--- config.mk ---
export PLATFORM = sky130hd
export DESIGN_NAME = viterbi_traceback
export DESIGN_NICKNAME = d
export VERILOG_FILES = /design/src/rtl/viterbi_traceback.sv
export SDC_FILE = /design/constraint.sdc
export NUM_CORES = 1
export LEC_CHECK = 0
export CAP_MARGIN = 20
export CORE_MARGIN = 10
export CORE_UTILIZATION = 42
export CTS_CLUSTER_DIAMETER = 60
export DETAILED_ROUTE_END_ITERATION = 6
export PLACE_DENSITY = 0.59
export SETUP_SLACK_MARGIN = 0.2
export SYNTH_ARGS = -nofsm -noshare
export SYNTH_HDL_FRONTEND = slang
export SYNTH_SLANG_ARGS = --single-unit
--- constraint.sdc ---
create_clock -name clk -period 3.6 [get_ports clk]
set_input_delay 1.08 -clock clk [delete_from_list [all_inputs] [get_ports clk]]
set_output_delay 1.08 -clock clk [all_outputs]
set_load 0.02 [all_outputs]
--- src/rtl/viterbi_traceback.sv ---
// viterbi_traceback
// Survivor memory and traceback for the 4-state (K=3, rate-1/2) Viterbi
// decoder. It collects TB_DEPTH decision columns from the ACS array. It then
// traces back from the selected minimum-cost state and streams the decoded
// bits out in original order over a valid/ready handshake.
//
// Build option: define TB_ZERO_START_EN for terminated-trellis mode. In that
// mode traceback always starts from state 2'b00 and min_state is ignored.
//
// Ports
//   clk        in   rising-edge clock
//   rst_n      in   asynchronous reset, active-low
//   dec_valid  in   a decision column is present
//   dec_bits   in   [3:0] survivor decision per state (bit s = state s)
//   min_state  in   [1:0] minimum-cost state, aligned with dec_bits
//   dec_ready  out  a column is accepted this cycle (FILL)
//   out_valid  out  out_bit is valid (OUTPUT)
//   out_bit    out  decoded information bit
//   out_ready  in   downstream accepts out_bit
//   busy       out  TRACE or OUTPUT in progress
//   overflow   out  sticky: a column arrived while dec_ready was low
//
// state  | meaning
// -------+-------------------------------------------------------------
// FILL   | accept columns into survivor memory; last column starts trace
// TRACE  | walk survivor memory from column TB_DEPTH-1 down to 0
// OUTPUT | stream obuf[0..TB_DEPTH-1] through the handshake

module viterbi_traceback #(
   parameter int TB_DEPTH = 16
) (
   input  logic       clk,
   input  logic       rst_n,
   input  logic       dec_valid,
   input  logic [3:0] dec_bits,
   input  logic [1:0] min_state,
   output logic       dec_ready,
   output logic       out_valid,
   output logic       out_bit,
   input  logic       out_ready,
   output logic       busy,
   output logic       overflow
);

   localparam int IW = $clog2(TB_DEPTH);
   localparam logic [IW-1:0] LAST_IDX = IW'(TB_DEPTH - 1);

   typedef enum logic [1:0] {
      S_FILL   = 2'd0,
      S_TRACE  = 2'd1,
      S_OUTPUT = 2'd2
   } state_t;

   state_t        r_state;
   state_t        w_next_state;

   logic [3:0]    r_mem  [TB_DEPTH];
   logic          r_obuf [TB_DEPTH];

   logic [IW-1:0] r_wr_idx;
   logic [IW-1:0] r_j;
   logic [IW-1:0] r_rd_idx;
   logic [1:0]    r_cur;
   logic          r_out_bit;
   logic          r_overflow;

   logic          w_dec_ready;
   logic          w_pred_bit;
   logic [1:0]    w_start_state;
   logic [IW-1:0] w_rd_nxt;

`ifdef TB_ZERO_START_EN
   assign w_start_state = 2'b00;
`else
   assign w_start_state = min_state;
`endif

   assign w_dec_ready = (r_state == S_FILL);
   assign w_pred_bit  = r_mem[r_j][r_cur];
   assign w_rd_nxt    = r_rd_idx + IW'(1);

   assign dec_ready = w_dec_ready;
   assign out_valid = (r_state == S_OUTPUT);
   assign busy      = (r_state == S_TRACE) || (r_state == S_OUTPUT);
   assign out_bit   = r_out_bit;
   assign overflow  = r_overflow;

   always_ff @(posedge clk or negedge rst_n) begin
      if (!rst_n) begin
         r_state <= S_FILL;
      end else begin
         r_state <= w_next_state;
      end
   end

   always_comb begin
      w_next_state = r_state;
      case (r_state)
         S_FILL: begin
            if (dec_valid && (r_wr_idx == LAST_IDX)) begin
               w_next_state = S_TRACE;
            end
         end
         S_TRACE: begin
            if (r_j == '0) begin
               w_next_state = S_OUTPUT;
            end
         end
         S_OUTPUT: begin
            if (out_ready && (r_rd_idx == LAST_IDX)) begin
               w_next_state = S_FILL;
            end
         end
         default: w_next_state = S_FILL;
      endcase
   end

   always_ff @(posedge clk or negedge rst_n) begin
      if (!rst_n) begin
         r_wr_idx   <= '0;
         r_j        <= '0;
         r_rd_idx   <= '0;
         r_cur      <= 2'b00;
         r_out_bit  <= 1'b0;
         r_overflow <= 1'b0;
      end else begin
         if (dec_valid && !w_dec_ready) begin
            r_overflow <= 1'b1;
         end
         case (r_state)
            S_FILL: begin
               if (dec_valid) begin
                  if (r_wr_idx == LAST_IDX) begin
                     r_wr_idx <= '0;
                     r_cur    <= w_start_state;
                     r_j      <= LAST_IDX;
                  end else begin
                     r_wr_idx <= r_wr_idx + IW'(1);
                  end
               end
            end
            S_TRACE: begin
               r_cur <= {r_cur[0], w_pred_bit};
               if (r_j == '0) begin
                  // obuf[0] is written on this same edge, so preload the
                  // output register straight from the trace state.
                  r_rd_idx  <= '0;
                  r_out_bit <= r_cur[1];
               end else begin
                  r_j <= r_j - IW'(1);
               end
            end
            S_OUTPUT: begin
               if (out_ready) begin
                  if (r_rd_idx == LAST_IDX) begin
                     r_rd_idx  <= '0;
                     r_out_bit <= 1'b0;
                  end else begin
                     r_rd_idx  <= w_rd_nxt;
                     r_out_bit <= r_obuf[w_rd_nxt];
                  end
               end
            end
            default: ;
         endcase
      end
   end

   // Storage arrays carry no reset; their contents are don't-care until written.
   always_ff @(posedge clk) begin
      if ((r_state == S_FILL) && dec_valid) begin
         r_mem[r_wr_idx] <= dec_bits;
      end
   end

   always_ff @(posedge clk) begin
      if (r_state == S_TRACE) begin
         r_obuf[r_j] <= r_cur[1];
      end
   end

endmodule

==> impl_metrics.env, run 1 <==
export IMPL_internal_power_mw=2.179
export IMPL_place_inst=430
export IMPL_core_area_um2=10230
export IMPL_yosysTopAreaCellShare_pct=54.90
export IMPL_power_density_nw_per_um2=688.9
export IMPL_synth_warnings=0
export IMPL_die_area_um2=14900
export IMPL_synth_nets=313
export IMPL_p_sw_share_pct=34.41
export IMPL_dp_hpwl_um=5891
export IMPL_total_power_mw=3.322
export IMPL_fin_crit_sh_pct=81.40
export IMPL_fin_cells=446
export IMPL_clockBufferDepth=2
export IMPL_final_area_um2=4822
export IMPL_synth_cells=289
export IMPL_synth_cell_type_count=41
export IMPL_place_ws_ns=0.5365
export IMPL_hold_viol_final=0
export IMPL_tightestPinTransition_ns=1.010
export IMPL_routedWlPerCell_um=18.90
export IMPL_diodes=0
export IMPL_ctsResizeCount=0
export IMPL_drt_pass1_iter_count=4
export IMPL_synthArstFlopShare_pct=18.37
export IMPL_layout_setup_ws_ns=0.6696
export IMPL_drcViolationCount=0
export IMPL_final_cell_mix="edfxtp_1 (80), nand2_1 (23), nor2_1 (21)"
export IMPL_fin_skew_ns=0.01729
export IMPL_portBuffers=14
export IMPL_drtIter0Drc=134
export IMPL_antenna_found_initial=0
export IMPL_fin_setup_tns_ns=0
export IMPL_areaGrowthSynthToFinish_pct=10.21
export IMPL_grt_max_degree=25
export IMPL_ios=15
export IMPL_numCtsBuffers=9
export IMPL_hold_buffers=0
export IMPL_synth_top_flop_cell="edfxtp_1"
export IMPL_synth_edf_count=80
export IMPL_overflow=0
export IMPL_p_leak_nw=1.756
export IMPL_gp_congestion=0.8139
export IMPL_synth_top_cells_by_area="edfxtp_1 (55%), dfrtp_1 (10%), mux4_2 (7.7%)"
export IMPL_final_common_cell="edfxtp_1"
export IMPL_hp_start="overflow"
export IMPL_root_buffer="clkbuf_8"
export IMPL_syn_area_per_cell_um2=15.14
export IMPL_htreeDepth=3
export IMPL_fin_crit_ns=2.930
export IMPL_setup_violations=0
export IMPL_fp_row_count=37
export IMPL_min_path_type="flop to flop"
export IMPL_final_antenna_net_count=0
export IMPL_slew_headroom_pct=32.63
export IMPL_path_max_fanout=8
export IMPL_start_kind="flop"
export IMPL_drv_cap=0
export IMPL_rsz0062_at_grt="no"
export IMPL_reg2reg_from="r_j[3]"
export IMPL_fmax_ghz=0.3413
export IMPL_power_frac_seq_pct=48.3
export IMPL_grt_usage_pct=11.63
export IMPL_clock_latency_ns=0.37
export IMPL_pwr_share_comb_pct=30.7
export IMPL_synth_seq_cells=98
export IMPL_worstPathRequired_ns=2.52
export IMPL_setup_worst_path_start="r_state[0]"
export IMPL_outcome="finished, final reports clean"
export IMPL_whs_ns=0.4723
export IMPL_chipHeight_um=122.1
export IMPL_p_sw_mw=1.143
export IMPL_clockPowerShare_pct=21.0
export IMPL_grt_pass1_wl_um=13290
export IMPL_first_global_vias=2385
export IMPL_drv_slew=0
export IMPL_arrival_ns=1.85
export IMPL_ir_drop_mv=0.2707
export IMPL_drt_total_wl_um=8430
export IMPL_clkTransAtPathRegs_ns=0.10
export IMPL_vias_per_cell=5.298
export IMPL_die_width_um=122.1
export IMPL_fin_nets=329
export IMPL_cts_tree="built"
export IMPL_vias=2363
export IMPL_cts_sinks=98
export IMPL_post_cts_buffers=0
export IMPL_start_util_pct=42.77
export IMPL_drive_gt1_share_pct=12.26
export IMPL_synth_area_um2=4375
export IMPL_ys_seq_area_share_pct=65.20
export IMPL_yosysTopAreaCell="edfxtp_1"
export IMPL_dpl_cell_area_um2=4628
export IMPL_criticalPathCategory="flop to primary output"
export IMPL_utilization_pct=47.13
export IMPL_end_kind="primary output"
-- Yosys cell counts, types with 6 or more instances --
cell and count:
nand2_1 23, mux4_2 15, dfrtp_1 18, and2_1 14
nor2_1 21, edfxtp_1 80, mux2i_1 10, inv_1 12
ha_1 14, o21ai_0 9, a21oi_1 6, nor3_1 8
nand3_1 10
-- worst max-delay path, stage by stage (launching register included) --
cell and delay (ns):
dfrtp_1 0.42, inv_1 0.10, ha_1 0.30, clkdlybuf4s50_1 0.66
-- logic make-up (layout without fill, tap and decap cells) --
group / after synthesis / count (layout) / synth area share (%)
DFF: 98 / 98 / 65.20
and+or+nand+nor: 87 / 87 / 9.551
AOI/OAI and AO/OA: 32 / 32 / 4.776
muxes: 32 / 32 / 13.18
buffers and inverters: 23 / 44 / 2.688
adders and majority gates: 14 / 14 / 4.003
xor gates and xnor gates: 3 / 3 / 0.6006
-- layer usage --
layer	global-route usage [%]	wire length, µm	up-vias
met5	0	0	-
met4	3.535	114	0
met3	2.868	368	10
met2	18.98	4252	46
met1	15.00	3695	1186
li1	-	-	1121
-- final timing paths --
path,end,slack (ns),depth (start not counted)
worst max-delay path,dec_ready,0.67,3
min in group asynchronous,r_rd_idx[1],1.19,1
max in group asynchronous,r_j[1],1.87,1
worst min-delay path,overflow,0.47,1
worst max register to register,r_cur[0],1.11,6
worst min register to register,overflow,0.47,1
-- power by group through the flow --
stage / registers, mW / logic (mW) / clock network, mW
final: 1.60 / 1.02 / 0.696
after global routing: 1.63 / 1.13 / 0.760
after CTS: 1.61 / 1.04 / 0.713
after detailed placement: 1.63 / 1.03 / 0
after global placement: 1.63 / 1.03 / 0
after floorplan: 1.49 / 0.857 / 0
-- registers in the layout, summed over array words and instances (netlist names) --
signal and flops:
r_mem 64, r_j 4, r_cur 2, r_state 2
overflow 1, out_bit 1, r_rd_idx 4, r_obuf 16
r_wr_idx 4
-- layout make-up --
class                           count  area [µm²]
Fill cell                         900        5409
Sequential cell                    98        2853
Multi-Input combinational cell    168        1405
Tap cell                          136       170.2
Timing Repair Buffer               16       155.1
Clock buffer                        9       123.9
Clock inverter                      7       70.07
Inverter                           12       45.04
Power figures use the tool's default switching activity.
==> run 2: changes to the inputs <==
--- a/config.mk
+++ b/config.mk
@@ -10,7 +10,7 @@
 export CORE_UTILIZATION = 42
 export CTS_CLUSTER_DIAMETER = 60
 export DETAILED_ROUTE_END_ITERATION = 6
-export PLACE_DENSITY = 0.59
+export PLACE_DENSITY = 0.61
 export SETUP_SLACK_MARGIN = 0.2
 export SYNTH_ARGS = -nofsm -noshare
 export SYNTH_HDL_FRONTEND = slang
==> constraint.sdc (replaced) <==
create_clock -name clk -period 2.58 [get_ports clk]
set_input_delay 0.774 -clock clk [delete_from_list [all_inputs] [get_ports clk]]
set_output_delay 0.774 -clock clk [all_outputs]
set_load 0.02 [all_outputs]
==> run 2 against run 1 <==
Net effect: total power rose by 41%; critical endpoint is now out_valid; sequential share of layout area fell by 1.1 points; global-route usage rose by 0.25 points; wire length fell by 0.88%; final cell count rose by 2.7%; register-to-register slack got worse by 0.74 ns; critical path depth did not move; count of clock-buffer cells in the layout did not move; flip-flop and latch count did not move; clock power rose by 40%; worst setup slack got worse by 0.34 ns.
==> impl_metrics.env, run 2 (synthesis gave the netlist of run 1 again) <==
export IMPL_outcome="finished, final reports clean"
export IMPL_first_global_vias=2424
export IMPL_p_leak_nw=1.817
export IMPL_cts_sinks=98
export IMPL_fin_setup_tns_ns=0
export IMPL_grt_usage_pct=11.87
export IMPL_fin_crit_ns=2.247
export IMPL_setup_violations=0
export IMPL_tightestPinTransition_ns=0.6587
export IMPL_core_area_um2=10230
export IMPL_power_density_nw_per_um2=955.6
export IMPL_numCtsBuffers=9
export IMPL_drive_gt1_share_pct=16.15
export IMPL_clkTransAtPathRegs_ns=0.10
export IMPL_hold_viol_final=0
export IMPL_dp_hpwl_um=6061
export IMPL_drv_slew=0
export IMPL_die_area_um2=14900
export IMPL_fp_row_count=37
export IMPL_busiest_layer="met2"
export IMPL_drcViolationCount=0
export IMPL_clockBufferDepth=2
export IMPL_hold_buffers=0
export IMPL_met2_usage_pct=19.62
export IMPL_ir_drop_mv=0.4701
export IMPL_grtUsageMet1_pct=15.38
export IMPL_ios=15
export IMPL_top_register="r_mem"
export IMPL_start_util_pct=42.77
export IMPL_vias=2410
export IMPL_htreeDepth=3
export IMPL_path_max_fanout=6
export IMPL_drv_cap=0
export IMPL_cts_tree="built"
export IMPL_fillerInstances=882
export IMPL_final_common_cell="edfxtp_1"
export IMPL_start_kind="flop"
export IMPL_fmax_ghz=0.4451
export IMPL_criticalPathCategory="flop to primary output"
export IMPL_worstPathRequired_ns=1.81
export IMPL_root_buffer="clkbuf_8"
export IMPL_portBuffers=14
export IMPL_ff_latch_area_um2=2854
export IMPL_top_regs="r_mem x64, r_obuf x16"
export IMPL_slew_headroom_pct=55.95
export IMPL_rsz0062_at_grt="yes"
export IMPL_die_width_um=122.1
export IMPL_fin_skew_ns=0.01418
export IMPL_arrival_ns=1.47
export IMPL_fin_crit_sh_pct=87.09
export IMPL_areaGrowthSynthToFinish_pct=12.32
export IMPL_diodes=0
export IMPL_chipHeight_um=122.1
export IMPL_gp_congestion=0.8004
export IMPL_largest_register_ffs=64
export IMPL_antenna_found_initial=0
export IMPL_end_kind="primary output"
export IMPL_dpl_cell_area_um2=4718
export IMPL_multi_input_area_um2=1405
export IMPL_final_antenna_net_count=0
export IMPL_vias_per_cell=5.262
export IMPL_drtIter0Drc=200
export IMPL_final_area_um2=4915
export IMPL_final_cell_mix="edfxtp_1 (80), nand2_1 (23), nor2_1 (21)"
export IMPL_min_path_type="flop to flop"
export IMPL_fin_nets=341
export IMPL_overflow=0
export IMPL_grt_pass1_wl_um=13570
export IMPL_use_met3_pct=2.683
export IMPL_clock_latency_ns=0.37
export IMPL_routedWlPerCell_um=18.24
export IMPL_drt_pass1_iter_count=4
export IMPL_grt_max_degree=21
export IMPL_drt_total_wl_um=8356
==> run 2: cell count changes in the layout (fill, tap and decap cells not counted), moves of 2 or more <==
| cell | before | now |
|---|---|---|
| buf_4 | 2 | 14 |
| clkinv_4 | 3 | 0 |
| clkinv_2 | 2 | 0 |
| clkdlybuf4s50_1 | 14 | 11 |
| inv_6 | 0 | 4 |
| dlygate4sd2_1 | 0 | 2 |
| inv_8 | 0 | 2 |
==> run 2: cell type report <==
cell class	instances	share of cell area, %
Inverter	12	0.9165
Multi-Input combinational cell	168	28.59
Clock buffer	9	2.520
Timing Repair Buffer	28	4.939
Sequential cell	98	58.07
Tap cell	136	3.462
Clock inverter	7	1.502
==> run 2: critical path: stages, from the launching register on <==
cell             delay, ns
dfrtp_1               0.42
inv_1                 0.10
ha_1                  0.25
clkdlybuf4s15_1       0.33
==> run 2: report_power, final <==
part	leakage, nW	switching (mW)	total (mW)	internal, mW
Combinational	0.782	0.802	1.51	0.711
Clock	0.102	0.587	0.973	0.386
Sequential	0.934	0.281	2.21	1.93
==> run 2: timing repair <==
| action | 4_1_cts | 5_1_grt |
|---|---|---|
| gates resized for setup | 3 | 2 |
| buffers inserted | 0 | 0 |
| setup endpoints to repair | 3 | 2 |
==> run 2: metrics by stage <==
step | worst slack (ns) | power, mW | cells | hold WS, ns | util, %
3_3_place_gp | 0.2539 | 3.778 | 442 | 0.4554 | 46.12
5_1_grt | 0.1959 | 5.013 | 458 | 0.4937 | 48.04
3_5_place_dp | 0.2288 | 3.796 | 442 | 0.4503 | 46.12
6_report | 0.3332 | 4.697 | 458 | 0.4749 | 48.04
4_1_cts | 0.2832 | 4.747 | 458 | 0.4814 | 48.01
2_1_floorplan | 0.6523 | 3.278 | 289 | 0.4759 | -
==> run 2: per-layer routing <==
metal,part of all wire (%),vias up
met1,45,1213
met5,0,-
met2,51,41
li1,-,1154
met3,4.1,2
met4,0.28,0
==> run 2: worst paths after layout <==
| check | startpoint | to | slack (ns) | cells after the start |
|---|---|---|---|---|
| worst max-delay path | r_state[0] | out_valid | 0.33 | 3 |
| worst min-delay path | overflow | overflow | 0.47 | 1 |
| max in group asynchronous | rst_n | r_j[3] | 1.65 | 2 |
| min in group asynchronous | rst_n | r_rd_idx[2] | 0.72 | 2 |
| worst min register to register | overflow | overflow | 0.47 | 1 |
| worst max register to register | r_j[0] | r_rd_idx[3] | 0.37 | 7 |
